### src/rtl/imm_encoder.sv
// Generic FIFO: DEPTH-entry circular buffer, pointer wrap relies on power-of-2 DEPTH.
// Latency: a pushed entry is visible on o_pop_* right after the push edge when empty.
// Backpressure: o_push_rdy = count < DEPTH (forced low in reset), independent of i_pop_rdy.
//
// Ports: i_push_vld/o_push_rdy/i_push_dat write side, o_pop_vld/i_pop_rdy/o_pop_dat read side.
module fifo #(
    parameter int W     = 33,
    parameter int DEPTH = 2
) (
    input  logic         clk,
    input  logic         rst_n,
    input  logic         i_push_vld,
    output logic         o_push_rdy,
    input  logic [W-1:0] i_push_dat,
    output logic         o_pop_vld,
    input  logic         i_pop_rdy,
    output logic [W-1:0] o_pop_dat
);
    localparam int AW = (DEPTH > 1) ? $clog2(DEPTH) : 1;
    localparam logic [AW:0] FULL_CNT = (AW + 1)'(DEPTH);

    logic [W-1:0]  r_mem [DEPTH];
    logic [AW-1:0] r_wr_ptr;
    logic [AW-1:0] r_rd_ptr;
    logic [AW:0]   r_count;
    logic          w_push;
    logic          w_pop;

    // Ready comes from registered occupancy only, so a pop in the same cycle
    // never lets a beat into a full FIFO. Gated by rst_n so nothing is taken
    // while reset is held.
    assign o_push_rdy = rst_n & (r_count < FULL_CNT);
    assign o_pop_vld  = (r_count != '0);
    assign o_pop_dat  = o_pop_vld ? r_mem[r_rd_ptr] : '0;

    assign w_push = i_push_vld & o_push_rdy;
    assign w_pop  = o_pop_vld & i_pop_rdy;

    always_ff @(posedge clk or negedge rst_n) begin
        if (!rst_n) begin
            r_wr_ptr <= '0;
            r_rd_ptr <= '0;
            r_count  <= '0;
        end else begin
            if (w_push) r_wr_ptr <= r_wr_ptr + 1'b1;
            if (w_pop)  r_rd_ptr <= r_rd_ptr + 1'b1;
            case ({w_push, w_pop})
                2'b10:   r_count <= r_count + 1'b1;
                2'b01:   r_count <= r_count - 1'b1;
                default: r_count <= r_count;
            endcase
        end
    end

    // Storage needs no reset: contents are only observable when the count says so.
    always_ff @(posedge clk) begin
        if (w_push) r_mem[r_wr_ptr] <= i_push_dat;
    end
endmodule

// RV32I immediate encoder: packs in_imm into the format's bit positions of in_base, flags unrepresentable immediates.
// Latency: 1 cycle (accept edge -> visible on out_*) when the FIFO is empty; 1 beat/cycle sustained.
// Backpressure: in_ready = FIFO not full (registered state), independent of out_ready.
//
// Ports: clk, rst_n; in_valid/in_ready/in_itype/in_base/in_imm input stream;
//        out_valid/out_ready/out_instr/out_err output stream; err_count saturating error count.
module imm_encoder #(
    parameter int DEPTH = 2,
    parameter int CNT_W = 16
) (
    input  logic             clk,
    input  logic             rst_n,
    input  logic             in_valid,
    output logic             in_ready,
    input  logic [2:0]       in_itype,
    input  logic [31:0]      in_base,
    input  logic [31:0]      in_imm,
    output logic             out_valid,
    input  logic             out_ready,
    output logic [31:0]      out_instr,
    output logic             out_err,
    output logic [CNT_W-1:0] err_count
);
    localparam logic [2:0] IT_I = 3'b001;
    localparam logic [2:0] IT_B = 3'b010;
    localparam logic [2:0] IT_S = 3'b011;
    localparam logic [2:0] IT_U = 3'b100;
    localparam logic [2:0] IT_J = 3'b101;

    typedef struct packed {
        logic        err;
        logic [31:0] instr;
    } entry_t;

    entry_t           w_enc;
    entry_t           w_head;
    logic             w_accept;
    logic             w_sx11_ok;
    logic             w_sx12_ok;
    logic             w_sx20_ok;
    logic [CNT_W-1:0] r_err_count;

    // Sign-extension checks: the bits above the field's sign bit must all
    // equal that sign bit, i.e. be all ones or all zeros.
    assign w_sx11_ok = (&in_imm[31:11]) | ~(|in_imm[31:11]);
    assign w_sx12_ok = (&in_imm[31:12]) | ~(|in_imm[31:12]);
    assign w_sx20_ok = (&in_imm[31:20]) | ~(|in_imm[31:20]);

    always_comb begin
        w_enc.instr = in_base;
        w_enc.err   = 1'b0;
        case (in_itype)
            IT_I: begin
                w_enc.instr = {in_imm[11:0], in_base[19:0]};
                w_enc.err   = ~w_sx11_ok;
            end
            IT_S: begin
                w_enc.instr = {in_imm[11:5], in_base[24:12], in_imm[4:0], in_base[6:0]};
                w_enc.err   = ~w_sx11_ok;
            end
            IT_B: begin
                w_enc.instr = {in_imm[12], in_imm[10:5], in_base[24:12],
                               in_imm[4:1], in_imm[11], in_base[6:0]};
                w_enc.err   = ~w_sx12_ok | in_imm[0];
            end
            IT_U: begin
                w_enc.instr = {in_imm[31:12], in_base[11:0]};
                w_enc.err   = |in_imm[11:0];
            end
            IT_J: begin
                w_enc.instr = {in_imm[20], in_imm[10:1], in_imm[11],
                               in_imm[19:12], in_base[11:0]};
                w_enc.err   = ~w_sx20_ok | in_imm[0];
            end
            default: begin
                // R and the unused codes pass the base word through untouched.
                w_enc.instr = in_base;
                w_enc.err   = 1'b0;
            end
        endcase
    end

    assign w_accept = in_valid & in_ready;

    fifo #(
        .W     ($bits(entry_t)),
        .DEPTH (DEPTH)
    ) u_fifo (
        .clk        (clk),
        .rst_n      (rst_n),
        .i_push_vld (in_valid),
        .o_push_rdy (in_ready),
        .i_push_dat (w_enc),
        .o_pop_vld  (out_valid),
        .i_pop_rdy  (out_ready),
        .o_pop_dat  (w_head)
    );

    assign out_instr = w_head.instr;
    assign out_err   = w_head.err;

    always_ff @(posedge clk or negedge rst_n) begin
        if (!rst_n) begin
            r_err_count <= '0;
        end else if (w_accept && w_enc.err && !(&r_err_count)) begin
            r_err_count <= r_err_count + 1'b1;
        end
    end

    assign err_count = r_err_count;
endmodule

### config.mk
export PLATFORM = sky130hd
export DESIGN_NAME = imm_encoder
export DESIGN_NICKNAME = d
export VERILOG_FILES = /design/src/rtl/imm_encoder.sv
export SDC_FILE = /design/constraint.sdc
export NUM_CORES = 1
export LEC_CHECK = 0
export ABC_AREA = 1
export BUFFER_PORTS_ARGS = -buffer_cell sky130_fd_sc_hd__buf_4
export CORE_ASPECT_RATIO = 1.1
export CORE_MARGIN = 4
export CORE_UTILIZATION = 57
export CTS_CLUSTER_SIZE = 14
export DETAILED_ROUTE_END_ITERATION = 10
export GPL_TIMING_DRIVEN = 1
export PLACE_DENSITY = 0.86
export SLEW_MARGIN = 20
export SYNTH_ARGS = -nofsm -noshare
export SYNTH_HDL_FRONTEND = slang
export SYNTH_SLANG_ARGS = --single-unit
### constraint.sdc
create_clock -name clk -period 5.3 [get_ports clk]
set_input_delay 1.06 -clock clk [delete_from_list [all_inputs] [get_ports clk]]
set_output_delay 1.06 -clock clk [all_outputs]
set_load 0.05 [all_outputs]
== Word-level counts from Yosys, hierarchy flattened ==
Memory sizes are Yosys's and may differ from the RTL's.
Index checks and enable logic that the tools add are counted.
W data, S select, Z words.

* Register bits: 20
* Memory bits (writable): 66
* Bits of input ports: 71
* Output and inout bits: 51
* Logic and storage cells: 50
* Memories: 1

{| class="wikitable"
|+ Memory list
! name !! words !! width !! rd ports !! clocked after memory_dff !! wr ports !! RTL line !! RTL
|-
| u_fifo.r_mem || 2 || 33 || 1 || 0 || 1 || 22 || <nowiki>logic [W-1:0] r_mem [DEPTH];</nowiki>
|}

* Add/subtract/negate cells: 5
* Order comparisons: 1
* Eq/ne operators: 7
* Mux-type cells: 5
* Bitwise operators: 14
* Reductions and logical operators: 13

{| class="wikitable"
|+ Operator list
! cell !! number
|-
| $pmux W33 S5 || 1
|-
| $mux W33 || 1
|-
| $reduce_or A12 Y1 || 2
|-
| $reduce_and A21 Y1 || 1
|-
| $reduce_or A21 Y1 || 1
|-
| $reduce_and A20 Y1 || 1
|-
| $reduce_or A20 Y1 || 1
|-
| $add A16 B1 Y16 const B || 1
|-
| $reduce_and A16 Y1 || 1
|-
| $reduce_and A12 Y1 || 1
|-
| $eq A3 B2 Y1 const B || 2
|-
| $eq A3 B3 Y1 const B || 2
|-
| $not A1 Y1 || 6
|-
| $or A1 B1 Y1 || 5
|-
| $pmux W2 S2 || 1
|-
| $reduce_bool A2 Y1 || 2
|-
| $and A1 B1 Y1 || 3
|-
| $eq A3 B1 Y1 const B || 1
|-
| $add A1 B1 Y1 const B || 2
|-
| $add A2 B1 Y2 const B || 1
|-
| $eq A2 B1 Y1 const B || 1
|-
| $eq A2 B2 Y1 const B || 1
|-
| $logic_and A1 B1 Y1 || 2
|-
| $lt A2 B2 Y1 const B || 1
|-
| other kinds (3) || 4
|}

== Longest topological paths before layout ==
Gate-level depths: netlist of the first run.

* Depth after elaboration: 8
* Gate-level depth with buffers: 14
* Gate-level depth less buffers: 13

== Hierarchy ==
Synthesis of the first run repeated with hierarchy kept, for this count alone.

* Cell total of the unflattened synthesis: 504
* Area, all modules: 4525.6 µm²

{| class="wikitable"
|+ Modules (own cells, without submodules)
! module !! times used !! cells each !! area each (µm²) !! seq. area each (µm²)
|-
| fifo || 1 || 206 || 2695.1 || 2082.0
|-
| imm_encoder || 1 || 298 || 1830.5 || 400.4
|}

== Worst setup path after synthesis of the first run ==
Ideal clock, no wire load.

* Path kind: input -> register
* Start point: in rst_n
* End point: mem u_fifo.r_mem[0][0] (enable)
* Arrival: 3548 ps
* Slack: 1329 ps
* Stages: 4
* Buffers on the path: 0
* Path through: inv_1 nor2_1 nand2_1 nor2_1

* Longest elaborated chain between the ends: 4

{| class="wikitable"
|+ RTL lines
! what !! RTL line !! RTL
|-
| from (decl) || 72 || <nowiki>input logic rst_n,</nowiki>
|-
| $and A1 B1 Y1 || 32 || <nowiki>assign o_push_rdy = rst_n & (r_count < FULL_CNT);</nowiki>
|-
| named net in_ready || 74 || <nowiki>output logic in_ready,</nowiki>
|-
| $and A1 B1 Y1 || 36 || <nowiki>assign w_push = i_push_vld & o_push_rdy;</nowiki>
|-
| $mux W1 || 57 || <nowiki>if (w_push) r_mem[r_wr_ptr] <= i_push_dat;</nowiki>
|-
| $mux W1 (implied by the code) || 57 ||
|-
| to (decl) || 22 ||
|}

The timed path passes the listed nets, and every way through them passes these cells.

== Worst setup path in the final report of the first run ==
* Start point: reg u_fifo.r_rd_ptr
* End point: out out_instr[28]

* Longest elaborated chain between the ends: 2

{| class="wikitable"
|+ RTL lines
! what !! RTL line !! RTL
|-
| from (decl) || 24 || <nowiki>logic [AW-1:0] r_rd_ptr;</nowiki>
|-
| from (signal assigned) || 46 || <nowiki>if (w_pop) r_rd_ptr <= r_rd_ptr + 1'b1;</nowiki>
|-
| $mem_v2 Z2 W33 || n/a ||
|-
| $mux W33 || 34 || <nowiki>assign o_pop_dat = o_pop_vld ? r_mem[r_rd_ptr] : '0;</nowiki>
|-
| to (decl) || 80 || <nowiki>output logic [31:0] out_instr,</nowiki>
|}

No other way between the ends.

==> results of run 1 <==
-- synthesized netlist by cell type, drive strengths merged (2+ instances only) --
cell    instances
nand4          22
nand3          10
o21ai           4
a21oi          35
ha              2
edfxtp         66
xor2           11
nand2         183
clkbuf         10
mux2            3
nor3            8
o211ai          3
nor2           40
inv            48
dfrtp          20
xnor2           7
buf             7
o221ai          8
o22ai           2
-- state kept, by name, indices dropped and copies added, names as in the netlist --
name	flops
u_fifo.r_mem	66
err_count	16
u_fifo.r_wr_ptr	1
u_fifo.r_rd_ptr	1
u_fifo.r_count	2
-- cell type report --
class                   count  area (sq um)
fillers                   563          1890
clock inverters             7          85.1
inverters                  49           185
well taps                 105           131
multi-input cells         342          1770
flip-flops and latches     86          2480
repair buffers            123           923
clock buffers               9           124
-- kinds of logic after synthesis --
logic type      Yosys count  share of synthesized area, %
compound gates           54                          6.99
flops                    86                          55.0
simple gates            264                          26.9
mux                       4                         0.971
xor+xnor                 18                          3.50
buf+inv                  66                          6.02
fa+ha+maj                 2                         0.555
-- report_power, final --
part           switching (uW)  internal [uW]  total, uW
Sequential               44.7            821        866
Combinational             999            368       1370
Clock                     260            225        484
-- metrics by stage --
step | worst slack [ns] | utilization [%] | cell area, sq um | hold WS, ns | power, uW
finish | 2.06 | 75.1 | 5700 | 0.540 | 2720
global route | 1.92 | 75.1 | 5700 | 0.564 | 2830
CTS | 2.04 | 75.1 | 5700 | 0.541 | 2720
detailed placement | 2.31 | 72.3 | 5500 | 0.521 | 2250
global placement | 2.39 | 72.3 | 5500 | 0.505 | 2220
floorplan | 1.33 | - | 4510 | 0.469 | 1810
-- worst paths after layout --
path | to | slack (ns) | depth (start not counted)
setup / recovery | out_instr[28] | 2.06 | 4
hold / removal | u_fifo.r_count[0] | 0.54 | 1
setup reg to reg | err_count[2] | 3.23 | 9
hold reg to reg | u_fifo.r_count[0] | 0.54 | 1
max in group asynchronous | err_count[2] | 4.51 | 1
min in group asynchronous | err_count[11] | 0.57 | 1
-- routing by layer --
| metal | part of all wire [%] | track usage, % | routed length (um) |
|---|---|---|---|
| met5 | 0 | 0 | 0 |
| met4 | 1.1 | 5.30 | 134 |
| met3 | 9.2 | 6.24 | 1120 |
| met2 | 49 | 44.5 | 6040 |
| met1 | 40 | 35.0 | 4940 |
==> metrics.csv, run 1 <==
stage,metric,value,unit
status,outcome,finished clean,
worst_hold_path,hold crit path type,reg2reg,
routing,Vias,3953,
synth,area share of the largest cell type after synthesis,44.0,%
synth,Synth Warn #,0,
floorplanning,die area,0.00940,sq mm
worst_setup_path,slowest CP cell,inv_1,
worst_setup_path,"critical path, cell by cell",inv_1 > nand2_1 > a21oi_1 > buf_4,
cts,Longest Clk Path Bufs,2,
cts,worst-skew pair later-pin latency,0.35,ns
place,# port buffers,121,
synth,post-synthesis register bit count,86,
worst_setup_path,reg2reg start,err_count[0],
place,DP HPWL,8850,um
worst_setup_path,Required @ worst endpoint,4.24,ns
routing,first-pass detailed-route iteration total,5,
worst_setup_path,worst setup path class,reg2out,
sta,slew margin rel.,32.4,%
worst_setup_path,CP Data Arrival Time,2.18,ns
worst_setup_path,CP Buf/Inv Count,2,
cts,clock sink count,86,
sta,Fin Setup TNS,0,ns
routing,initial drt markers,314,
cells_and_area,layout cell share with drive strength beyond 1,29.7,%
routing,drt wl/cell,17.0,um
cells_and_area,Area Growth Syn to Fin,26.5,%
floorplanning,Die Wd,92.8,um
worst_setup_path,crit path max fanout,33,
place,gp weighted congestion,0.926,
cells_and_area,"commonest non-fill, non-tap cell in the layout",nand2_1,
routing,vias per inst,5.48,
sta,Worst-Margin Slew,1.01,ns
cts,CTS root buffer,clkbuf_8,
grt,gr usage total,26.3,%
worst_setup_path,Crit. End Element,primary output,
grt,initial antenna violation count,0,
place,placed insts,705,
cts,post-CTS setup repair buffer count,0,
floorplanning,boundary pin count,122,
cts,cts repair resizes,0,
cts,"CTS clk-pin slew, worst paths",0.09,ns
grt,total gr overflow,0,
synth,Syn Inst Count,494,
sta,Max Fclk,309,MHz
sta,RSZ-0062 raised after global routing,no,
synth,syn avg cell area,9.13,sq um
synth,Synth Cell Area,0.00451,sq mm
pwr,Leak,0.00255,uW
sta,Final Slew Violations,0,
floorplanning,Core Region,0.00760,sq mm
cells_and_area,ant diodes,0,
synth,synth top area cells,"edfxtp_1, nand2_1, dfrtp_1",
cts,TritonCTS clock tree,done,
sta,Final Critical Period,3.24,ns
sta,final hold vios,0,
worst_hold_path,worst hold start,u_fifo.r_count[0],
pwr,Max rail drop VDD,216,uV
cts,H-tree levels,3,
routing,# DRC,0,
grt,largest net degree at the start of global routing,36,
job,Max-cap violations,0,
worst_setup_path,max incr delay on CP,0.73,ns
floorplanning,# rows,33,
cells_and_area,final std cells w/o fill,721,
grt,vias in the first global route,3909,
cts,cts hold-fix bufs,0,
synth,"EDFF count, synth",66,
routing,final wirelength,12200,um
cts,TritonCTS buffer count,9,
synth,sequential share of the synthesized area,55.0,%
sta,clock skew,0.00991,ns
worst_setup_path,"Largest delay share family, worst path",buffers and inverters,
floorplanning,initial core utilization,59.4,%
sta,"Period Utilization, post-route",61.0,%
synth,library cells used by synthesis,38,
cells_and_area,Final nets,684,
sta,Setup Viol. Count Final,0,
synth,syn_nets,567,
floorplanning,Die Span Y,101,um
synth,Post-synth ARST share,23.3,%
grt,first-pass GRT wire length,19400,um
cells_and_area,most frequent cells in the layout,"nand2_1, buf_4, edfxtp_1",
worst_setup_path,origin of the worst setup path,u_fifo.r_rd_ptr,
synth,cell taking the most area after synthesis,edfxtp_1,
pwr,pwr dens,476,mW/mm^2
routing,ANT nets after route,0,
worst_setup_path,critical path launch point type,flip-flop,
synth,top_reg_cell synth,edfxtp_1,
(Power assumes the default switching activity.)
==> run 2: changes to the inputs <==
- CORE_UTILIZATION: 57 -> 48
- PLACE_DENSITY: 0.86 -> 0.77
- clock period: 5.3 -> 2.7 ns (I/O delays scaled with it)
==> metrics.csv, run 2 (synthesized netlist as in run 1, its figures left out) <==
stage,metric,value,unit,change
pwr,internal cell power,2890,uW,+100%
routing,drt wl/cell,15.8,um,-7.2%
cts,cts repair resizes,0,,unchanged
worst_hold_path,hold crit path type,in2async,,
place,# port buffers,121,,unchanged
pwr,Switching Share,46.5,%,-1.5 points
pwr,pwr dens,934,mW/mm^2,+96%
routing,Vias,3892,,-1.5%
cells_and_area,ant diodes,0,,unchanged
grt,initial antenna violation count,0,,unchanged
sta,final hold vios,0,,unchanged
sta,slew margin rel.,68.1,%,+36 points
pwr,Flop pwr share,31.3,%,-0.6 points
routing,final wirelength,11600,um,-5.4%
cts,cts hold-fix bufs,0,,unchanged
sta,Final Slew Violations,0,,unchanged
worst_setup_path,crit path max fanout,21,,-36%
cells_and_area,most frequent cells in the layout,"nand2_1, buf_4, edfxtp_1",,
pwr,Max rail drop VDD,503,uV,+130%
routing,initial drt markers,236,,-25%
floorplanning,Core Region,0.00901,sq mm,+19%
grt,largest net degree at the start of global routing,35,,-2.8%
worst_setup_path,CP Data Arrival Time,1.82,ns,-0.36 ns
routing,# DRC,0,,unchanged
routing,ANT nets after route,0,,unchanged
worst_setup_path,CP Buf/Inv Count,3,,+1
worst_setup_path,max incr delay on CP,0.38,ns,-0.35 ns
cts,TritonCTS clock tree,done,,
floorplanning,die area,0.0110,sq mm,+17%
pwr,combinational power share,50.5,%,+0.2 points
place,placed cell areas,0.00556,sq mm,+1.1%
cts,worst-skew pair later-pin latency,0.34,ns,about the same
cells_and_area,"final std cell area, no fill",0.00578,sq mm,+1.3%
cts,clock sink count,86,,unchanged
pwr,Leak,0.00259,uW,+1.3%
cells_and_area,"commonest non-fill, non-tap cell in the layout",nand2_1,,
sta,clock skew,0.00935,ns,-0.000559 ns
cells_and_area,layout cell share with drive strength beyond 1,30.3,%,+0.57 points
sta,Setup Viol. Count Final,0,,unchanged
worst_setup_path,"Largest delay share family, worst path",buffers and inverters,,
sta,Fin Setup TNS,0,ns,unchanged
worst_setup_path,slowest CP cell,dfrtp_1,,
sta,Worst-Margin Slew,0.476,ns,-0.536 ns
cts,Longest Clk Path Bufs,2,,unchanged
floorplanning,Die Wd,100,um,+8.2%
floorplanning,initial core utilization,50.1,%,-9.3 points
worst_setup_path,worst setup path class,reg2out,,
grt,gr usage total,21.5,%,-4.8 points
pwr,Clock Power Share,18.2,%,+0.4 points
cts,post-CTS setup repair buffer count,0,,unchanged
sta,RSZ-0062 raised after global routing,no,,
sta,Max Fclk,423,MHz,
cts,H-tree levels,3,,unchanged
sta,Final Critical Period,2.36,ns,
floorplanning,Die Span Y,110,um,+8.3%
cells_and_area,max FFs per register,66,,unchanged
sta,Hold Slack,0.0593,ns,-0.481 ns
grt,vias in the first global route,3711,,-5.1%
grt,first-pass GRT wire length,18300,um,-5.7%
worst_setup_path,critical path launch point type,flip-flop,,
status,outcome,finished clean,,
worst_setup_path,Crit. End Element,primary output,,
job,Max-cap violations,0,,unchanged
floorplanning,# rows,36,,+9.1%
worst_setup_path,Required @ worst endpoint,2.16,ns,-2.08 ns
cells_and_area,Final nets,689,,+0.73%
pwr,Pwr Total,5400,uW,+99%
routing,first-pass detailed-route iteration total,9,,+4
cts,"CTS clk-pin slew, worst paths",0.09,ns,about the same
cells_and_area,Biggest register,u_fifo.r_mem,,
cells_and_area,Area Growth Syn to Fin,28.1,%,
cts,CTS root buffer,clkbuf_8,,
place,gp weighted congestion,0.931,,+0.57%
place,DP HPWL,8580,um,-3.0%
grt,total gr overflow,0,,unchanged
pwr,NetSw,2510,uW,+93%
floorplanning,boundary pin count,122,,unchanged
sta,"Period Utilization, post-route",87.5,%,
worst_setup_path,"critical path, cell by cell",inv_1 > buf_12 > nand2_1 > a21oi_1 > buf_4,,
routing,vias per inst,5.30,,-3.4%
cts,TritonCTS buffer count,9,,unchanged
-- run 2: final cells by class --
| class | count | area (sq um) |
|---|---|---|
| inverters | 49 | 185 |
| well taps | 114 | 143 |
| clock inverters | 7 | 97.6 |
| fillers | 741 | 3230 |
| multi-input cells | 342 | 1770 |
| flip-flops and latches | 86 | 2480 |
| clock buffers | 9 | 124 |
| repair buffers | 128 | 973 |
-- run 2: through the flow --
| stage | instances | setup WS (ns) | util, % |
|---|---|---|---|
| CTS | 735 | 0.321 | 64.1 |
| finish | 735 | 0.338 | 64.1 |
| detailed placement | 719 | 0.532 | 61.7 |
| global route | 735 | 0.157 | 64.1 |
| global placement | 719 | 0.590 | 61.7 |
| floorplan | 494 | -0.240 | - |
-- run 2: path summary, 6_finish.rpt --
| path | end | startpoint | slack [ns] | depth (start not counted) |
|---|---|---|---|---|
| hold reg to reg | u_fifo.r_count[1] | u_fifo.r_count[1] | 0.53 | 1 |
| min in group clk | u_fifo.r_mem[1][6] | in_base[6] | 0.38 | 1 |
| max in group asynchronous | err_count[0] | rst_n | 2.42 | 1 |
| setup / recovery | out_instr[20] | u_fifo.r_rd_ptr | 0.34 | 5 |
| hold / removal | err_count[12] | rst_n | 0.06 | 1 |
| setup reg to reg | err_count[3] | err_count[0] | 0.66 | 9 |
-- run 2: power by group through the flow --
stage | clock network [uW] | logic [uW] | registers, uW
finish | 980 | 2730 | 1690
global route | 1060 | 2900 | 1710
CTS | 990 | 2740 | 1690
detailed placement | 0 | 2730 | 1720
global placement | 0 | 2690 | 1710
floorplan | 0 | 1780 | 1770
-- run 2: worst reg2reg max path, delay by kind of cell (launching register included) --
| kind | cells | cell delay [ns] |
|---|---|---|
| and+or+nand+nor | 8 | 1.32 |
| adders and majority gates | 1 | 0.23 |
| DFF | 1 | 0.43 |
-- run 2: routing by layer --
metal,vias to the layer above,track usage (%),routed length [um]
li1,1884,-,-
met1,1822,29.0,4970
met2,174,35.7,5670
met3,12,3.93,788
met4,0,6.06,162
met5,-,0,0
